### config.mk
export PLATFORM = sky130hd
export DESIGN_NAME = instr_seq_enc
export DESIGN_NICKNAME = d
export VERILOG_FILES = /design/src/rtl/instr_pkg.sv /design/src/rtl/instr_field_pack.sv /design/src/rtl/instr_seq_enc.sv
export SDC_FILE = /design/constraint.sdc
export NUM_CORES = 1
export LEC_CHECK = 0
export CORE_ASPECT_RATIO = 0.7
export CORE_UTILIZATION = 32
export CTS_CLUSTER_SIZE = 40
export DETAILED_ROUTE_END_ITERATION = 8
export PLACE_DENSITY = 0.59
export SLEW_MARGIN = 5
export SYNTH_ARGS = -nofsm -noshare
export SYNTH_HDL_FRONTEND = slang
export SYNTH_SLANG_ARGS = --single-unit
### constraint.sdc
create_clock -name clk -period 3.6 [get_ports clk]
set_clock_uncertainty 0.1 [all_clocks]
set_input_delay 0.36 -clock clk [delete_from_list [all_inputs] [get_ports clk]]
set_output_delay 0.36 -clock clk [all_outputs]
set_load 0.03 [all_outputs]
### src/rtl/instr_pkg.sv
// Shared opcodes, command kinds, immediate field ranges and FSM state type
// for the instruction encoder/sequencer.
package instr_pkg;

  localparam logic [3:0] OP_ADD    = 4'h0;
  localparam logic [3:0] OP_PADDSB = 4'h1;
  localparam logic [3:0] OP_SUB    = 4'h2;
  localparam logic [3:0] OP_XOR    = 4'h3;
  localparam logic [3:0] OP_RED    = 4'h4;
  localparam logic [3:0] OP_SLL    = 4'h5;
  localparam logic [3:0] OP_SRA    = 4'h6;
  localparam logic [3:0] OP_ROR    = 4'h7;
  localparam logic [3:0] OP_LW     = 4'h8;
  localparam logic [3:0] OP_SW     = 4'h9;
  localparam logic [3:0] OP_LHB    = 4'hA;
  localparam logic [3:0] OP_LLB    = 4'hB;
  localparam logic [3:0] OP_B      = 4'hC;
  localparam logic [3:0] OP_JAL    = 4'hD;
  localparam logic [3:0] OP_JR     = 4'hE;
  localparam logic [3:0] OP_HLT    = 4'hF;

  localparam logic [4:0] KIND_LI  = 5'd16;
  localparam logic [4:0] KIND_MOV = 5'd17;

  localparam int SHIFT_MIN = 0;
  localparam int SHIFT_MAX = 15;
  localparam int LWSW_MIN  = -8;
  localparam int LWSW_MAX  = 7;
  localparam int IMM8_MIN  = -128;
  localparam int IMM8_MAX  = 255;
  localparam int BR_MIN    = -256;
  localparam int BR_MAX    = 255;
  localparam int JAL_MIN   = -2048;
  localparam int JAL_MAX   = 2047;

  typedef enum logic [1:0] {IDLE, OUT, OUT_HI} state_e;

  function automatic logic out_of_range(input int v, input int lo, input int hi);
    return (v < lo) || (v > hi);
  endfunction

endpackage

### src/rtl/instr_field_pack.sv
// Combinational field packer: turns one command into one or two 16-bit
// instruction words and flags commands that must be dropped.
module instr_field_pack
  import instr_pkg::*;
#(
  parameter int RANGE_CHK = 1,
  parameter int LI_SHORT  = 1
) (
  input  logic [4:0]  kind_i,
  input  logic [3:0]  rd_i,
  input  logic [3:0]  rs_i,
  input  logic [3:0]  rt_i,
  input  logic [15:0] imm_i,
  output logic [15:0] word0_o,
  output logic [15:0] word1_o,
  output logic        two_words_o,
  output logic        range_err_o
);

  logic oor;
  logic illegal;
  int   imm_v;

  // NOTE: every output of this block is given a default first, so no path
  // through the case statements can leave a value unassigned and infer a latch.
  always_comb begin
    word0_o     = 16'h0000;
    word1_o     = 16'h0000;
    two_words_o = 1'b0;
    oor         = 1'b0;
    illegal     = 1'b0;
    imm_v       = int'($signed(imm_i));

    if (!kind_i[4]) begin
      case (kind_i[3:0])
        OP_ADD, OP_PADDSB, OP_SUB, OP_XOR, OP_RED:
          word0_o = {kind_i[3:0], rd_i, rs_i, rt_i};
        OP_SLL, OP_SRA, OP_ROR: begin
          word0_o = {kind_i[3:0], rd_i, rs_i, imm_i[3:0]};
          oor     = out_of_range(imm_v, SHIFT_MIN, SHIFT_MAX);
        end
        OP_LW, OP_SW: begin
          word0_o = {kind_i[3:0], rd_i, rs_i, imm_i[3:0]};
          oor     = out_of_range(imm_v, LWSW_MIN, LWSW_MAX);
        end
        OP_LHB, OP_LLB: begin
          word0_o = {kind_i[3:0], rd_i, imm_i[7:0]};
          oor     = out_of_range(imm_v, IMM8_MIN, IMM8_MAX);
        end
        OP_B: begin
          // rd[2:0] carries the branch condition
          word0_o = {OP_B, rd_i[2:0], imm_i[8:0]};
          oor     = out_of_range(imm_v, BR_MIN, BR_MAX);
        end
        OP_JAL: begin
          word0_o = {OP_JAL, imm_i[11:0]};
          oor     = out_of_range(imm_v, JAL_MIN, JAL_MAX);
        end
        OP_JR:   word0_o = {OP_JR, 4'h0, rs_i, 4'h0};
        default: word0_o = {OP_HLT, 12'h000};
      endcase
    end else begin
      case (kind_i)
        KIND_LI: begin
          word0_o     = {OP_LLB, rd_i, imm_i[7:0]};
          word1_o     = {OP_LHB, rd_i, imm_i[15:8]};
          two_words_o = !((LI_SHORT != 0) && (imm_i == {{8{imm_i[7]}}, imm_i[7:0]}));
        end
        KIND_MOV: word0_o = {OP_ADD, rd_i, rs_i, 4'h0};
        default:  illegal = 1'b1;
      endcase
    end

    range_err_o = illegal || ((RANGE_CHK != 0) && oor);
  end

endmodule

### src/rtl/instr_seq_enc.sv
// Instruction encoder/sequencer: command stream in, packed instruction words out.
// Define INSTR_SEQ_ENC_SKID_EN for a 2-entry output skid with registered cmd_ready.
module instr_seq_enc
  import instr_pkg::*;
#(
  parameter int RANGE_CHK = 1,
  parameter int LI_SHORT  = 1
) (
  input  logic        clk,
  input  logic        rst,
  input  logic        cmd_valid,
  output logic        cmd_ready,
  input  logic [4:0]  cmd_kind,
  input  logic [3:0]  cmd_rd,
  input  logic [3:0]  cmd_rs,
  input  logic [3:0]  cmd_rt,
  input  logic [15:0] cmd_imm,
  output logic        out_valid,
  input  logic        out_ready,
  output logic [15:0] out_instr,
  output logic        out_last,
  output logic        err_range
);

  logic [15:0] word0, word1;
  logic        two_words, range_err;
  logic        accept;
  logic        err_q, err_d;
  logic [15:0] hi_q, hi_d;
  state_e      state_q, state_d;

  instr_field_pack #(
    .RANGE_CHK(RANGE_CHK),
    .LI_SHORT (LI_SHORT)
  ) u_pack (
    .kind_i     (cmd_kind),
    .rd_i       (cmd_rd),
    .rs_i       (cmd_rs),
    .rt_i       (cmd_rt),
    .imm_i      (cmd_imm),
    .word0_o    (word0),
    .word1_o    (word1),
    .two_words_o(two_words),
    .range_err_o(range_err)
  );

  assign accept    = cmd_valid && cmd_ready;
  assign err_range = err_q;

`ifdef INSTR_SEQ_ENC_SKID_EN
  // Entry 0 is the head; bit 16 of each entry is out_last.
  logic [16:0] ent_q [2];
  logic [16:0] ent_d [2];
  logic [1:0]  cnt_q, cnt_d, cnt_pop;
  logic        ready_q, ready_d;
  logic        pop, push;
  logic [16:0] push_word;

  assign out_valid = (cnt_q != 2'd0);
  assign out_instr = ent_q[0][15:0];
  assign out_last  = ent_q[0][16];
  assign cmd_ready = ready_q && !rst;

  always_comb begin
    state_d   = state_q;
    hi_d      = hi_q;
    ent_d     = ent_q;
    err_d     = accept && range_err;
    push      = 1'b0;
    push_word = 17'h0;
    pop       = out_valid && out_ready;

    if (state_q == OUT_HI) begin
      if (cnt_q != 2'd2 || pop) begin
        push      = 1'b1;
        push_word = {1'b1, hi_q};
        state_d   = OUT;
      end
    end else if (accept && !range_err) begin
      push      = 1'b1;
      push_word = {!two_words, word0};
      hi_d      = word1;
      state_d   = two_words ? OUT_HI : OUT;
    end

    cnt_pop = cnt_q - {1'b0, pop};
    if (pop) ent_d[0] = ent_q[1];
    if (push) begin
      if (cnt_pop == 2'd0) ent_d[0] = push_word;
      else                 ent_d[1] = push_word;
    end
    cnt_d = cnt_pop + {1'b0, push};

    if (state_d != OUT_HI) state_d = (cnt_d == 2'd0) ? IDLE : OUT;
    // Ready only while the second slot is free, so an accept never overflows.
    ready_d = (cnt_d <= 2'd1) && (state_d != OUT_HI);
  end

  always_ff @(posedge clk) begin
    if (rst) begin
      state_q  <= IDLE;
      hi_q     <= 16'h0;
      err_q    <= 1'b0;
      cnt_q    <= 2'd0;
      ready_q  <= 1'b0;
      ent_q[0] <= 17'h0;
      ent_q[1] <= 17'h0;
    end else begin
      state_q  <= state_d;
      hi_q     <= hi_d;
      err_q    <= err_d;
      cnt_q    <= cnt_d;
      ready_q  <= ready_d;
      ent_q[0] <= ent_d[0];
      ent_q[1] <= ent_d[1];
    end
  end
`else
  logic        out_valid_q, out_valid_d;
  logic [15:0] out_instr_q, out_instr_d;
  logic        out_last_q, out_last_d;
  logic        out_hs;

  assign out_valid = out_valid_q;
  assign out_instr = out_instr_q;
  assign out_last  = out_last_q;
  assign out_hs    = out_valid_q && out_ready;
  assign cmd_ready = !rst && (state_q != OUT_HI) && (!out_valid_q || out_ready);

  always_comb begin
    state_d     = state_q;
    hi_d        = hi_q;
    out_valid_d = out_valid_q;
    out_instr_d = out_instr_q;
    out_last_d  = out_last_q;
    err_d       = 1'b0;

    case (state_q)
      OUT_HI: begin
        if (out_hs) begin
          out_instr_d = hi_q;
          out_last_d  = 1'b1;
          state_d     = OUT;
        end
      end
      default: begin
        if (out_hs) begin
          out_valid_d = 1'b0;
          state_d     = IDLE;
        end
        if (accept && range_err) begin
          err_d = 1'b1;
        end else if (accept) begin
          out_valid_d = 1'b1;
          out_instr_d = word0;
          out_last_d  = !two_words;
          hi_d        = word1;
          state_d     = two_words ? OUT_HI : OUT;
        end
      end
    endcase
  end

  // NOTE: state registers use non-blocking assignments so every flop samples
  // the pre-edge values, independent of statement order.
  always_ff @(posedge clk) begin
    if (rst) begin
      state_q     <= IDLE;
      hi_q        <= 16'h0;
      err_q       <= 1'b0;
      out_valid_q <= 1'b0;
      out_instr_q <= 16'h0;
      out_last_q  <= 1'b0;
    end else begin
      state_q     <= state_d;
      hi_q        <= hi_d;
      err_q       <= err_d;
      out_valid_q <= out_valid_d;
      out_instr_q <= out_instr_d;
      out_last_q  <= out_last_d;
    end
  end
`endif

endmodule
==> impl_results.md <==
- Status: finished, final reports clean
- Synth top area cells: dfxtp_1 (31%), o21ai_0 (12%), nor2_1 (6.3%)
- Pwr/cell area: 303 mW/mm2
- Critical Path Most Common Cell: o21ai_0
- Unrepaired setup endpoints after global routing: no
- Setup slack, reg-to-reg: 1.34 ns
- Relative slew slack: 0.415
- Max cap viols: 0
- Final hold violation count: 0
- Final WL: 6710 um
- Post-synth net total: 344
- CP startpoint kind: primary input
- Worst hold stages: 2
- Hold buffers post-CTS: 0
- Final min period: 2.87 ns
- Syn_area_per_cell: 7.15 um2
- DR WL/cell: 15.1 um
- P_leak: 1.07 nW
- Mapped Cells: 307
- Area of the die: 0.00720 mm2
- H-tree Lvls: 2
- Final setup TNS: 0 ns
- Vias/cell: 5.58
- Grt peak-use layer: met1
- Total CTS buffers: 5
- Tot Pwr: 0.000882 W
- Synth warnings: 0
- Final setup violation count: 0
- Row cnt: 24
- FF-to-FF End: out_instr[3]$_SDFFE_PP0P_
- Largest net degree at the start of global routing: 33
- IR Drop Worst-Case VDD: 0.132 mV
- Die Y: 71.3 um
- Worst path cell trace: clkdlybuf4s50_1 -> buf_4 -> nor3b_1 -> o21ai_0 -> a22oi_1 -> nand4bb_1 -> a21o_1 -> nand2_1 -> o21ai_0
- Commonest cells post-synth: o21ai_0 (51), nor2_1 (37), dfxtp_1 (34)
- EDFF count, synth: 0
- Setup WS pre-CTS: 0.455 ns
- Cell area after synthesis: 0.00219 mm2
- RD Place Congestion: 0.912
- CTS Buffer Depth: 2
- Share of cells above drive strength 1: 0.0621
- FF+latch count, synth: 34
- Global Route Usage Sum: 0.194
- Hold Crit Start: out_instr[0]$_SDFFE_PP0P_
- Initial DRC count: 159
- CP delay by family, top: compound AO/OA/AOI/OAI gates
- Final worst path period share: 0.796
- Clock slew at reported path FFs: 0.08 ns
- Initial Util: 0.342
- Netlist cell types: 47
- CTS tree: done
- Synth area leader: dfxtp_1
- Clk sink count: 34
- Worst Hold End: out_instr[0]$_SDFFE_PP0P_
- CP arrival: 2.97 ns
- Setup Fix Bufs, Post-CTS: 0
- Final Net Count: 390
- Slowest-stage cell, CP: clkdlybuf4s50_1
- Reg2Reg Depth: 5
- Final HPWL DP: 5000 um
- Core ar.: 0.00643 mm2
- Total iterations of the first detailed-routing run: 4
- FFs w/ async S/R, synth: 0
- CP Capture Type: flop
- Fin Hold WS: 0.362 ns
- Worst path required time: 3.71 ns
- Antenna fix cells: 0
- Remaining DRCs: 0
- Layout area overhead: 32.8%
- Die X: 101 um
- Crit-path max cell delay: 0.53 ns
- Global Route met1 Usage: 0.290
- Hold WC Path Type: flop to flop
- Most used DFF post-synth: dfxtp_1
- Count leader, synth: o21ai_0
- Root buf cell: clkbuf_8
- Reg-to-Reg Start: state_q[0]$_SDFFE_PP0P_
- PortBufs: 56
- First-pass GRT wire length: 11,000 um
- Global route overflow: 0
- Clk_lat worst skew: 0.29 ns
- Worst slew pin tran: 0.876 ns
- Register area share after synthesis: 0.310
- Critical path type: primary input to flop
- M2 GR Usage: 0.284
- Via count: 2,481
- Max-slew violations: 0
- Initial antenna violation count: 0
- Vias in the first global route: 2,226
- Fmax: 349 MHz
- IO Count: 57
- PnR worst setup slack: 0.734 ns
- Crit Path Max Fanout: 20
- # resized after CTS: 0
- WP buf/inv: 2
- Post-DRT Antenna Nets: 0
- Share of the synthesized area in the top cell type: 0.310
- Grt met3 use: 0.0556
-- final cells by class --
cell class / count / area [um2]
fill: 672 / 3510
multi-input combinational: 236 / 1360
sequential: 34 / 681
timing repair buffer: 64 / 621
tap: 91 / 114
clock buffer: 6 / 82.6
inverter: 12 / 45.0
clock inverter: 2 / 12.5
-- per-stage QoR --
stage | util | cell area [um2] | cells
final | 0.453 | 2910 | 445
after global routing | 0.453 | 2910 | 445
after CTS | 0.453 | 2910 | 445
after detailed placement | 0.439 | 2820 | 437
after global placement | 0.439 | 2820 | 437
after floorplan | - | 2190 | 307
-- how the worst max path moves through the flow --
stage / cells after the start / to / from / slack, ns
floorplan: 7 / hi_q[10]$_SDFFE_PP0P_ / out_valid$_SDFFE_PP0N_ / 1.10
global placement: 9 / out_instr[0]$_SDFFE_PP0P_ / cmd_kind[1] / 0.53
detailed placement: 9 / out_instr[10]$_SDFFE_PP0P_ / cmd_kind[1] / 0.45
CTS: 9 / out_instr[10]$_SDFFE_PP0P_ / cmd_kind[1] / 0.74
global route: 9 / out_instr[6]$_SDFFE_PP0P_ / cmd_kind[1] / 0.44
finish: 9 / out_instr[4]$_SDFFE_PP0P_ / cmd_kind[1] / 0.73
-- cells by family (layout without fill, tap and decap cells) --
| logic type | Yosys count | in the layout | share of synthesized area |
|---|---|---|---|
| AO/OA/AOI/OAI | 122 | 122 | 0.347 |
| XOR/XNOR | 1 | 1 | 0.00399 |
| buffers and inverters | 37 | 84 | 0.0707 |
| flip-flops | 34 | 34 | 0.310 |
| multiplexers | 7 | 7 | 0.0336 |
| AND/OR/NAND/NOR | 106 | 106 | 0.234 |
-- tightest hold or removal path, cell delays in order (launching register included) --
cell	delay (ns)
dfxtp_1	0.31
nand2_1	0.05
o21ai_0	0.06
-- metal layers --
metal	part of all wire	up-vias	wire length, um
met2	0.41	100	2780
met4	0.0060	0	40
li1	-	1219	-
met1	0.50	1157	3370
met3	0.078	5	526
met5	0	-	0
-- state kept, by name, summed over array words and instances (netlist names) --
signal / flops
out_instr: 16
hi_q: 13
state_q: 2
err_range: 1
out_last: 1
out_valid: 1
-- power breakdown --
part / leakage [nW] / total, W / internal, W / switching (W)
logic: 0.749 / 0.000195 / 0.0000886 / 0.000106
clock network: 0.0472 / 0.000301 / 0.000154 / 0.000148
registers: 0.275 / 0.000385 / 0.000382 / 0.00000336
total: 1.07 / 0.000882 / 0.000625 / 0.000257
-- layout by cell type, fill, tap and decap left out, types with 5 or more instances in the layout --
master	netlist	final
a211oi_1	5	5
a21oi_1	19	19
a22oi_1	16	16
buf_4	1	8
clkbuf_8	0	6
clkdlybuf4s50_1	0	56
dfxtp_1	34	34
inv_1	12	12
nand2_1	27	27
nand3_1	6	6
nor2_1	37	37
nor2b_1	6	6
nor3_1	9	9
o211ai_1	5	5
o21ai_0	51	51
(Power assumes the default switching activity.)
==> edit 1: new RTL, same flow settings <==
Add a define of `INSTR_SEQ_ENC_SKID_EN`.
--- a/src/rtl/instr_seq_enc.sv
+++ b/src/rtl/instr_seq_enc.sv
@@ -2,2 +2,4 @@
 // Define INSTR_SEQ_ENC_SKID_EN for a 2-entry output skid with registered cmd_ready.
+`define INSTR_SEQ_ENC_SKID_EN
+
 module instr_seq_enc
Check against the original RTL: not equivalent (Yosys sat finds a counterexample within 4 cycles, from zero or initial values and one cycle with rst high).
==> edit 1 against the original RTL <==
Power increased to 2.6 times the old value; hold slack got worse by 6.2 ps; sequential cell count up 19; global-route usage down 0.33 points; sequential share of layout area increased by 3.3 points; final cell count up 29%; wire length up 42%; setup slack worse by 50 ps; design area is 37% higher; maximum frequency fell by 1.7%; synthesized area grew 48%; critical path depth grew 2.
==> edit 1: results (changes against the original RTL) <==
stage,metric,value,unit,change
synth,syn_nets,452,,was 344
synth,synth_compound_area_share,32.7,%,was 34.7%
synth,synthMuxAreaShare,1.66,%,was 3.36%
min_path,min_to,ent_q[16]$_SDFFE_PP0P_,,was out_instr[0]$_SDFFE_PP0P_
power,peakVddDrop,0.000341,V,was 0.000132 V
synth,synthAdderAreaFrac,0.770,%,was 0%
grt,grt_max_degree,52,,was 33
cells_and_area,largest_reg_flops,17,,was 16
synth,synth_xor_area_share,0.539,%,was 0.399%
grt,grt_use_met1,26.2,%,was 29.0%
cells_and_area,drive_gt1_share,10.8,%,was 6.21%
timing,relSlewSlack,53.9,%,was 41.5%
setup_path,reg2reg_depth,11,,was 5
placement,place_congestion,0.864,,was 0.912
synth,synth_cell_types,54,,was 47
synth,yosys-top-cells-count,"dfxtp_1, nor2_1, nand2_1",,"was o21ai_0, nor2_1, dfxtp_1"
synth,netlist_instances,413,,was 307
setup_path,rrSetupSlack,730,ps,was 1340 ps
placement,placed_area,3830,µm²,was 2820 µm²
placement,dp.cells,566,,was 437
power,leakage,0.00140,µW,was 0.00107 µW
routing,firstDrtPassIters,7,,was 4
routing,viasPerCell,5.61,,was 5.58
clock_network,clock_tree.root_cell,clkbuf_16,,was clkbuf_8
grt,grt_pass1_vias,3021,,was 2226
routing,dr_total_vias,3218,,was 2481
synth,synth-seq-area-share,32.6,%,was 31.0%
routing,wl_per_cell,16.6,µm,was 15.1 µm
grt,grtUsageTotal,19.1,%,was 19.4%
cells_and_area,final_nets,484,,was 390
placement,hpwl,6950,µm,was 5000 µm
routing,wl_met1,4590,µm,was 3370 µm
grt,grt_pass1_wl,15600,µm,was 11000 µm
clock_network,ctsLongestPathBuffers,2,,unchanged
routing,wl_met3,603,µm,was 526 µm
setup_path,critPathMaxFanout,5,,was 20
grt,use_met2,30.1,%,was 28.4%
synth,synthTopCellsByArea,"dfxtp_1, a22oi_1, nor2_1",,"was dfxtp_1, o21ai_0, nor2_1"
run_status,status,finished clean,,unchanged
setup_path,crit_start,cmd_imm[11],,was cmd_kind[1]
routing,wl_met2,4280,µm,was 2780 µm
setup_path,endpoint,state_q[0]$_SDFF_PP0_,,was out_instr[4]$_SDFFE_PP0P_
setup_path,r2r_end,ent_q[2]$_SDFFE_PP0P_,,was out_instr[3]$_SDFFE_PP0P_
setup_path,critPathArrivalTime,3010,ps,was 2970 ps
min_path,holdCritStartpoint,ent_q[16]$_SDFFE_PP0P_,,was out_instr[0]$_SDFFE_PP0P_
setup_path,cp_top_family,simple AND/OR/NAND/NOR gates,,was compound AO/OA/AOI/OAI gates
==> edit 1: cell count changes after synthesis, moves of 7 or more <==
cell,change
o21ai_0,-40
dfxtp_1,+19
inv_1,+17
buf_4,+16
a211oi_1,+14
a21oi_1,+13
a221oi_1,+10
nand2_1,+10
nand3_1,+9
nor2_1,+7
==> edit 1: final cells by class <==
type                    count  area [µm²]
fillers                   968        5810
multi-input cells         283        1800
flip-flops and latches     53        1060
repair buffers             73         696
well taps                 128         160
clock buffers               7         153
inverters                  29         109
clock inverters             1        5.00
==> edit 1: metrics by stage <==
| step | power (µW) | hold WS [ps] | setup WS [ps] |
|---|---|---|---|
| finish | 2260 | 356 | 684 |
| CTS | 2290 | 360 | 722 |
| floorplan | 1500 | 333 | 539 |
| detailed placement | 1760 | 350 | 435 |
| global placement | 1760 | 343 | 398 |
| global route | 2410 | 382 | 454 |
==> edit 1: power breakdown <==
part	switching, µW	leakage (µW)	internal (µW)
Combinational	604	0.000894	410
Sequential	48.2	0.000429	684
Clock	222	0.0000799	295
==> edit 2: new RTL, config.mk and constraints unchanged <==
Made on the original files. Remove the register `err_q`: a continuous assignment takes its place, so the output `err_range` follows one clock earlier.
--- a/src/rtl/instr_seq_enc.sv
+++ b/src/rtl/instr_seq_enc.sv
@@ -169,3 +169,2 @@
       hi_q        <= 16'h0;
-      err_q       <= 1'b0;
       out_valid_q <= 1'b0;
@@ -176,3 +175,2 @@
       hi_q        <= hi_d;
-      err_q       <= err_d;
       out_valid_q <= out_valid_d;
@@ -182,2 +180,4 @@
   end
+
+  assign err_q = err_d;
 `endif
Check against the original RTL: not equivalent (a bounded check fails within 4 cycles, from zero or initial values and one cycle with rst high).
==> edit 2 against the original RTL <==
The run now ends with DRC left; clock power decreased by 8.3%; power decreased by 5.2%; wire length decreased by 0.91%; sequential cell count decreased by 1; setup slack got worse by 410 ps; synthesized area decreased by 6.0%; via count decreased by 8.1%; maximum frequency decreased by 12%; design area decreased by 3.5%; sequential share of layout area increased by 0.14 points; critical path type is now primary input to output port.
==> edit 2: results (changes against the original RTL) <==
stage,metric,value,unit,change
setup_path,r2r_start,state_q[1]$_SDFFE_PP0P_,,was state_q[0]$_SDFFE_PP0P_
synth,yosys-top-cells-count,"dfxtp_1, nor2_1, a21oi_1",,"was o21ai_0, nor2_1, dfxtp_1"
placement,place_congestion,0.949,,was 0.912
setup_path,critPathMaxFanout,5,,was 20
routing,viasPerCell,5.69,,was 5.58
setup_path,cp_top_family,buffers and inverters,,was compound AO/OA/AOI/OAI gates
synth,synthTopCellsByArea,"dfxtp_1, nor2_1, a21oi_1",,"was dfxtp_1, o21ai_0, nor2_1"
placement,dp_slack,320,ps,was 455 ps
routing,postRouteAntennaNets,0,,unchanged
setup_path,reg2reg_depth,7,,was 5
cells_and_area,fin_cells,401,,was 445
placement,hpwl,4960,µm,was 5000 µm
synth,synth_cell_types,49,,was 47
setup_path,critPathArrivalTime,2810,ps,was 2970 ps
setup_path,rrSetupSlack,1170,ps,was 1340 ps
run_status,status,finished with violations,,was finished clean
routing,routed_wl,6650,µm,was 6710 µm
grt,grtUsageTotal,20.2,%,was 19.4%
routing,drcViolationCount,5,,was 0
cells_and_area,largest_reg_flops,16,,unchanged
placement,placed_area,2730,µm²,was 2820 µm²
min_path,min_to,out_instr[6]$_SDFFE_PP0P_,,was out_instr[0]$_SDFFE_PP0P_
power,peakVddDrop,0.000139,V,was 0.000132 V
setup_path,r2r_end,out_instr[0]$_SDFFE_PP0P_,,was out_instr[3]$_SDFFE_PP0P_
power,leakage,0.000969,µW,was 0.00107 µW
cells_and_area,diodes,0,,unchanged
cells_and_area,final_nets,360,,was 390
clock_network,clk_pin_slew_worst_paths,60,ps,was 80 ps
min_path,holdCritStartpoint,out_instr[6]$_SDFFE_PP0P_,,was out_instr[0]$_SDFFE_PP0P_
grt,grt_pass1_vias,2153,,was 2226
run_status,violations,DRC,,
grt,grt_pass1_wl,10900,µm,was 11000 µm
cells_and_area,fillers,631,,was 672
placement,dp.cells,394,,was 437
grt,grt_max_degree,35,,was 33
synth,synth-seq-area-share,32.0,%,was 31.0%
power,swShare,27.3,%,was 29.2%
synth,syn_nets,306,,was 344
routing,first_iter_violations,165,,was 159
setup_path,critPathMaxStageDelay,590,ps,was 530 ps
placement,io_buffers,56,,unchanged
cells_and_area,drive_gt1_share,10.2,%,was 6.21%
cells_and_area,area_growth,36.3,%,was 32.8%
synth,netlist_instances,269,,was 307
timing,relSlewSlack,54.2,%,was 41.5%
edit 2: final cells by class:
type                       count  share of cell area, %
multi-input combinational    206                   45.3
timing repair buffer          70                   23.7
sequential                    33                   23.5
tap                           78                   3.47
clock buffer                   7                   3.07
inverter                       7                  0.935
edit 2: how the worst max path moves through the flow:
stage               cells past startpoint                    start                    to
finish                                  8              cmd_imm[12]             err_range
global route                            8              cmd_imm[12]             err_range
CTS                                     8              cmd_imm[12]             err_range
detailed placement                      8              cmd_imm[12]             err_range
global placement                        8              cmd_imm[12]             err_range
floorplan                               9  state_q[1]$_SDFFE_PP0P_  hi_q[1]$_SDFFE_PP0P_
edit 2: tightest hold or removal path, delay by kind of cell, from the launching register on:
| family | cells | cell delay (ps) |
|---|---|---|
| and+or+nand+nor | 1 | 60 |
| DFF | 1 | 310 |
| AOI/OAI and AO/OA | 1 | 50 |
edit 2: power by group through the flow:
stage	clock network (µW)	registers [µW]	logic, µW
2_1_floorplan	0	391	86.4
3_3_place_gp	0	382	184
3_5_place_dp	0	382	185
4_1_cts	285	374	186
5_1_grt	309	374	202
6_report	276	374	185
edit 2: layer usage:
| metal | vias up | wire length [µm] | GRT usage (%) |
|---|---|---|---|
| li1 | 1123 | - | - |
| met1 | 1088 | 3200 | 29.4 |
| met2 | 68 | 3040 | 30.8 |
| met3 | 2 | 391 | 4.67 |
| met4 | 0 | 22 | 3.20 |
| met5 | - | 0 | 0 |
edit 2: logic make-up (layout without fill, tap and decap cells):
kind of cell    count (synthesis)  count (layout)  synth area share (%)
compound gates                 99              99                  35.4
xor+xnor                        1               1                 0.425
buf+inv                        30              84                  6.13
flops                          33              33                  32.0
mux                             4               4                  1.94
simple gates                  102             102                  24.0
